==> src/rtl/din_debouncer.sv <==
// rtl/din_debouncer.sv - two-flop synchronized, counter-qualified switch debouncer
// with registered level output and one-cycle rise/fall pulses.
module din_debouncer #(
  parameter int STABLE_CYCLES = 4
) (
  input  logic clk,
  input  logic rst_n,
  input  logic din,
  input  logic en,
  output logic dout,
  output logic rise,
  output logic fall,
  output logic busy
);

  localparam logic [1:0] IDLE_LO = 2'd0;
  localparam logic [1:0] CHK_HI  = 2'd1;
  localparam logic [1:0] IDLE_HI = 2'd2;
  localparam logic [1:0] CHK_LO  = 2'd3;

  localparam logic [7:0] STABLE = 8'(STABLE_CYCLES);

  logic       s1;
  logic       s2;
  logic [1:0] state;
  logic [1:0] state_nxt;
  logic [7:0] cnt;
  logic [7:0] cnt_nxt;
  logic [7:0] cnt_inc;
  logic       dout_nxt;
  logic       rise_nxt;
  logic       fall_nxt;

  // Synchronizer runs every cycle; en only gates the qualification logic.
  always_ff @(posedge clk or negedge rst_n) begin
    if (!rst_n) begin
      s1 <= 1'b0;
      s2 <= 1'b0;
    end else begin
      s1 <= din;
      s2 <= s1;
    end
  end

  assign cnt_inc = (cnt == 8'hFF) ? cnt : cnt + 8'd1;

  always_comb begin
    state_nxt = state;
    cnt_nxt   = cnt;
    dout_nxt  = dout;
    rise_nxt  = 1'b0;
    fall_nxt  = 1'b0;
    if (en) begin
      case (state)
        IDLE_LO: begin
          if (s2) begin
            if (STABLE == 8'd1) begin
              state_nxt = IDLE_HI;
              cnt_nxt   = 8'd0;
              dout_nxt  = 1'b1;
              rise_nxt  = 1'b1;
            end else begin
              state_nxt = CHK_HI;
              cnt_nxt   = 8'd1;
            end
          end
        end
        CHK_HI: begin
          if (s2) begin
            if (cnt_inc == STABLE) begin
              state_nxt = IDLE_HI;
              cnt_nxt   = 8'd0;
              dout_nxt  = 1'b1;
              rise_nxt  = 1'b1;
            end else begin
              cnt_nxt = cnt_inc;
            end
          end else begin
            state_nxt = IDLE_LO;
            cnt_nxt   = 8'd0;
          end
        end
        IDLE_HI: begin
          if (!s2) begin
            if (STABLE == 8'd1) begin
              state_nxt = IDLE_LO;
              cnt_nxt   = 8'd0;
              dout_nxt  = 1'b0;
              fall_nxt  = 1'b1;
            end else begin
              state_nxt = CHK_LO;
              cnt_nxt   = 8'd1;
            end
          end
        end
        default: begin
          if (!s2) begin
            if (cnt_inc == STABLE) begin
              state_nxt = IDLE_LO;
              cnt_nxt   = 8'd0;
              dout_nxt  = 1'b0;
              fall_nxt  = 1'b1;
            end else begin
              cnt_nxt = cnt_inc;
            end
          end else begin
            state_nxt = IDLE_HI;
            cnt_nxt   = 8'd0;
          end
        end
      endcase
    end
  end

  always_ff @(posedge clk or negedge rst_n) begin
    if (!rst_n) begin
      state <= IDLE_LO;
      cnt   <= 8'd0;
      dout  <= 1'b0;
      rise  <= 1'b0;
      fall  <= 1'b0;
    end else begin
      state <= state_nxt;
      cnt   <= cnt_nxt;
      dout  <= dout_nxt;
      rise  <= rise_nxt;
      fall  <= fall_nxt;
    end
  end

  assign busy = (state == CHK_HI) || (state == CHK_LO);

endmodule

==> config.mk <==
export PLATFORM = sky130hd
export DESIGN_NAME = din_debouncer
export DESIGN_NICKNAME = d
export VERILOG_FILES = /design/src/rtl/din_debouncer.sv
export SDC_FILE = /design/constraint.sdc
export NUM_CORES = 1
export LEC_CHECK = 0
export ABC_AREA = 0
export CAP_MARGIN = 25
export CORE_MARGIN = 3
export CORE_UTILIZATION = 58
export CTS_CLUSTER_SIZE = 28
export DETAILED_ROUTE_END_ITERATION = 16
export GPL_TIMING_DRIVEN = 0
export HOLD_SLACK_MARGIN = 0.12
export PLACE_DENSITY = 0.79
export SYNTH_ARGS = -nofsm -noshare
export SYNTH_HDL_FRONTEND = slang
export SYNTH_SLANG_ARGS = --single-unit
==> constraint.sdc <==
create_clock -name clk -period 5.93 [get_ports clk]
set_input_delay 0.593 -clock clk [delete_from_list [all_inputs] [get_ports clk]]
set_output_delay 0.593 -clock clk [all_outputs]
set_load 0.02 [all_outputs]
==> metrics.md <==
| Metric | Value |
|---|---|
| Status | `finished clean` |
| Largest net degree at the start of global routing | `16` |
| Critical Path Max Stage Delay | `0.53 ns` |
| Min-delay src | `s1$_DFF_PN0_` |
| Final cell count without fillers | `155` |
| RR Startpoint | `cnt[0]$_DFFE_PN0P_` |
| Total Routing Usage GR | `21.4%` |
| Synthesized cell area | `0.00109 mm²` |
| P_leak | `0.526 nW` |
| Die height | `49.3 µm` |
| Async SR Flop Fraction | `100%` |
| # nets final | `141` |
| Global route overflow | `0` |
| Worst EP required | `5.34 ns` |
| Peak supply drop | `0.248 mV` |
| FP Rows | `15` |
| Synth top cells by count | `dfrtp_1, nor2_1, a21oi_1` |
| Layout cells sized above 1 | `16.2%` |
| Die area | `0.00243 mm²` |
| Actual slew at the worst max-slew pin | `0.699 ns` |
| Cell variety after synth | `45` |
| PD cells | `315 mW/mm²` |
| GPL Wtd Cong | `0.879` |
| Vias in the first global route | `899` |
| Num CTS Buffers | `3` |
| Hold depth | `0` |
| Slew Limit Fails | `0` |
| Max Clock Skew | `0.00162 ns` |
| Via count | `944` |
| Total core area | `0.00175 mm²` |
| First-pass GRT wire length | `4.00 mm` |
| Average size of a mapped cell | `9.13 µm²` |
| Clk sinks | `15` |
| Synth Register Bits | `15` |
| CTS root buffer | `clkbuf_4` |
| CTS H-tree depth | `1` |
| Maxcap violations | `0` |
| Slew Limit Headroom | `53.2%` |
| Antenna Nets Post-Route | `0` |
| Antenna violations before repair | `0` |
| Post-Route Setup TNS | `0 ns` |
| Clk_lat worst skew | `0.28 ns` |
| RSZ-0062 raised after global routing | `no` |
| Final setup viols | `0` |
| Yosys warns | `0` |
| Post-CTS Hold Buffers | `0` |
| Ys flop type | `dfrtp_1` |
| Mapped Nets | `129` |
| Final hold slack | `0.370 ns` |
| Yosys top cell area share | `34.6%` |
| Critical-path cell list | `ha_1 -> or2_2 -> clkdlybuf4s50_1` |
| Slowest cell on the critical path | `clkdlybuf4s50_1` |
| Initial core utilization | `62.2%` |
| First-pass detailed-route iteration total | `4` |
| Max Clock Freq | `406 MHz` |
| Post-synth top area cell | `dfrtp_1` |
| Final WL | `2.24 mm` |
| Antenna cells | `0` |
| Area grow syn2layout | `11.8%` |
| WP data arrival | `1.87 ns` |
| Cells after Synth | `119` |
| I/O pins | `8` |
| Post-synth EDFFs | `0` |
| Via/cell ratio | `6.09` |
| Placed cells | `151` |
| Cts repair resizes | `0` |
| Drt first-iter violations | `31` |
| Die Wd | `49.3 µm` |
| Layout filler cell count | `136` |
| CP Launch Type | `register` |
| WS Path Type | `reg -> out` |
| Sequential area share after synthesis | `34.6%` |
| Largest cells by area after synthesis | `dfrtp_1, ha_1, a21oi_1` |
| Most frequent cell after synthesis | `dfrtp_1` |
| Wire per inst | `14.5 µm` |
| FF-to-FF setup slack | `3.71 ns` |
| Setup bufs post-CTS | `0` |
| Terminus of the critical flop-to-flop path | `state[0]$_DFFE_PN0P_` |
| Clock transition at the registers of the reported paths | `0.09 ns` |
| CTS tree | `done` |
| Critical path peak fanout | `7` |
| Remaining DRCs | `0` |
| Final hold vios | `0` |
| Worst Hold Endpoint | `s2$_DFF_PN0_` |
| FF+latch area | `375 µm²` |
| Fin crit share | `41.5%` |
| CTS Buffer Depth | `2` |
| Detail Placement HPWL | `1.71 mm` |
| Hold WC Path Type | `reg -> reg` |
| Reg2reg path depth | `6` |
| Tmin final | `2.46 ns` |
| Area occupied by multi-input gates | `652 µm²` |
| Port buffer count | `7` |
| Worst setup EP type | `output port` |
## cell usage in the layout (no fill, tap or decap), types with 4 or more instances in the layout
| master | instances |
|---|---|
| dfrtp_1 | 15 |
| nor2_1 | 12 |
| a21oi_1 | 9 |
| nand2_1 | 8 |
| clkdlybuf4s50_1 | 7 |
| ha_1 | 6 |
| clkbuf_1 | 4 |
| mux2i_1 | 4 |
| and3_1 | 4 |
| a31oi_1 | 4 |
| nand3_1 | 4 |
| o31ai_1 | 4 |
## cells by family (layout without fill, tap and decap cells)
group,after synthesis,count (layout),share of synthesized area (%)
buffers and inverters,11,22,5.41
adders and majority gates,6,6,6.91
AOI/OAI and AO/OA,36,36,24.2
DFF,15,15,34.6
muxes,5,5,4.72
and+or+nand+nor,46,46,24.2
## how the worst max path moves through the flow
stage                              start              endpoint  slack (ns)  cells past startpoint
finish              state[0]$_DFFE_PN0P_                  busy        3.47                      3
global route                    register                  busy        3.38                      4
CTS                 state[0]$_DFFE_PN0P_                  busy        3.46                      3
detailed placement                    en    cnt[1]$_DFFE_PN0P_        3.69                      5
global placement                      en    cnt[1]$_DFFE_PN0P_        3.70                      5
floorplan             cnt[0]$_DFFE_PN0P_  state[0]$_DFFE_PN0P_        3.96                      6
## report_power, final
group / switching [mW] / internal [mW]
logic: 0.107 / 0.0781
registers: 0.0206 / 0.118
clock network: 0.0331 / 0.0261
## state kept, by name (all words and copies together), names as in the netlist, named ones only
signal / flops
rise: 1
cnt: 8
s1: 1
fall: 1
state: 1
s2: 1
dout: 1
## area by class of cell
cell class                 count  area share (%)
inverter                       3           0.928
timing repair buffer           7            5.77
buffer                         8            3.92
tap                           25            2.58
clock buffer                   4            2.16
sequential                    15            30.9
multi-input combinational     93            53.7
## critical path, delay by kind of cell (launching register included)
kind / cells / cell delay [ns]
buf+inv: 1 / 0.53
flops: 1 / 0.47
simple gates: 1 / 0.30
fa+ha+maj: 1 / 0.29
## metal layers
| metal | GRT usage [%] | wire, µm | vias to the layer above |
|---|---|---|---|
| met5 | 0 | 0 | - |
| met4 | 11.8 | 62 | 0 |
| met3 | 4.28 | 110 | 8 |
| met2 | 32.4 | 973 | 30 |
| met1 | 28.3 | 1100 | 435 |
| li1 | - | - | 471 |
## metrics by stage
stage	utilization, %	setup slack, ns	area (µm²)	total power, mW
final	69.5	3.47	1210	0.382
after global routing	69.5	3.38	1210	0.416
after CTS	69.5	3.46	1210	0.383
after detailed placement	68.0	3.69	1190	0.324
after global placement	68.0	3.70	1190	0.317
after floorplan	-	3.96	1090	0.272
No activity file was read; power rests on OpenSTA's default activity.
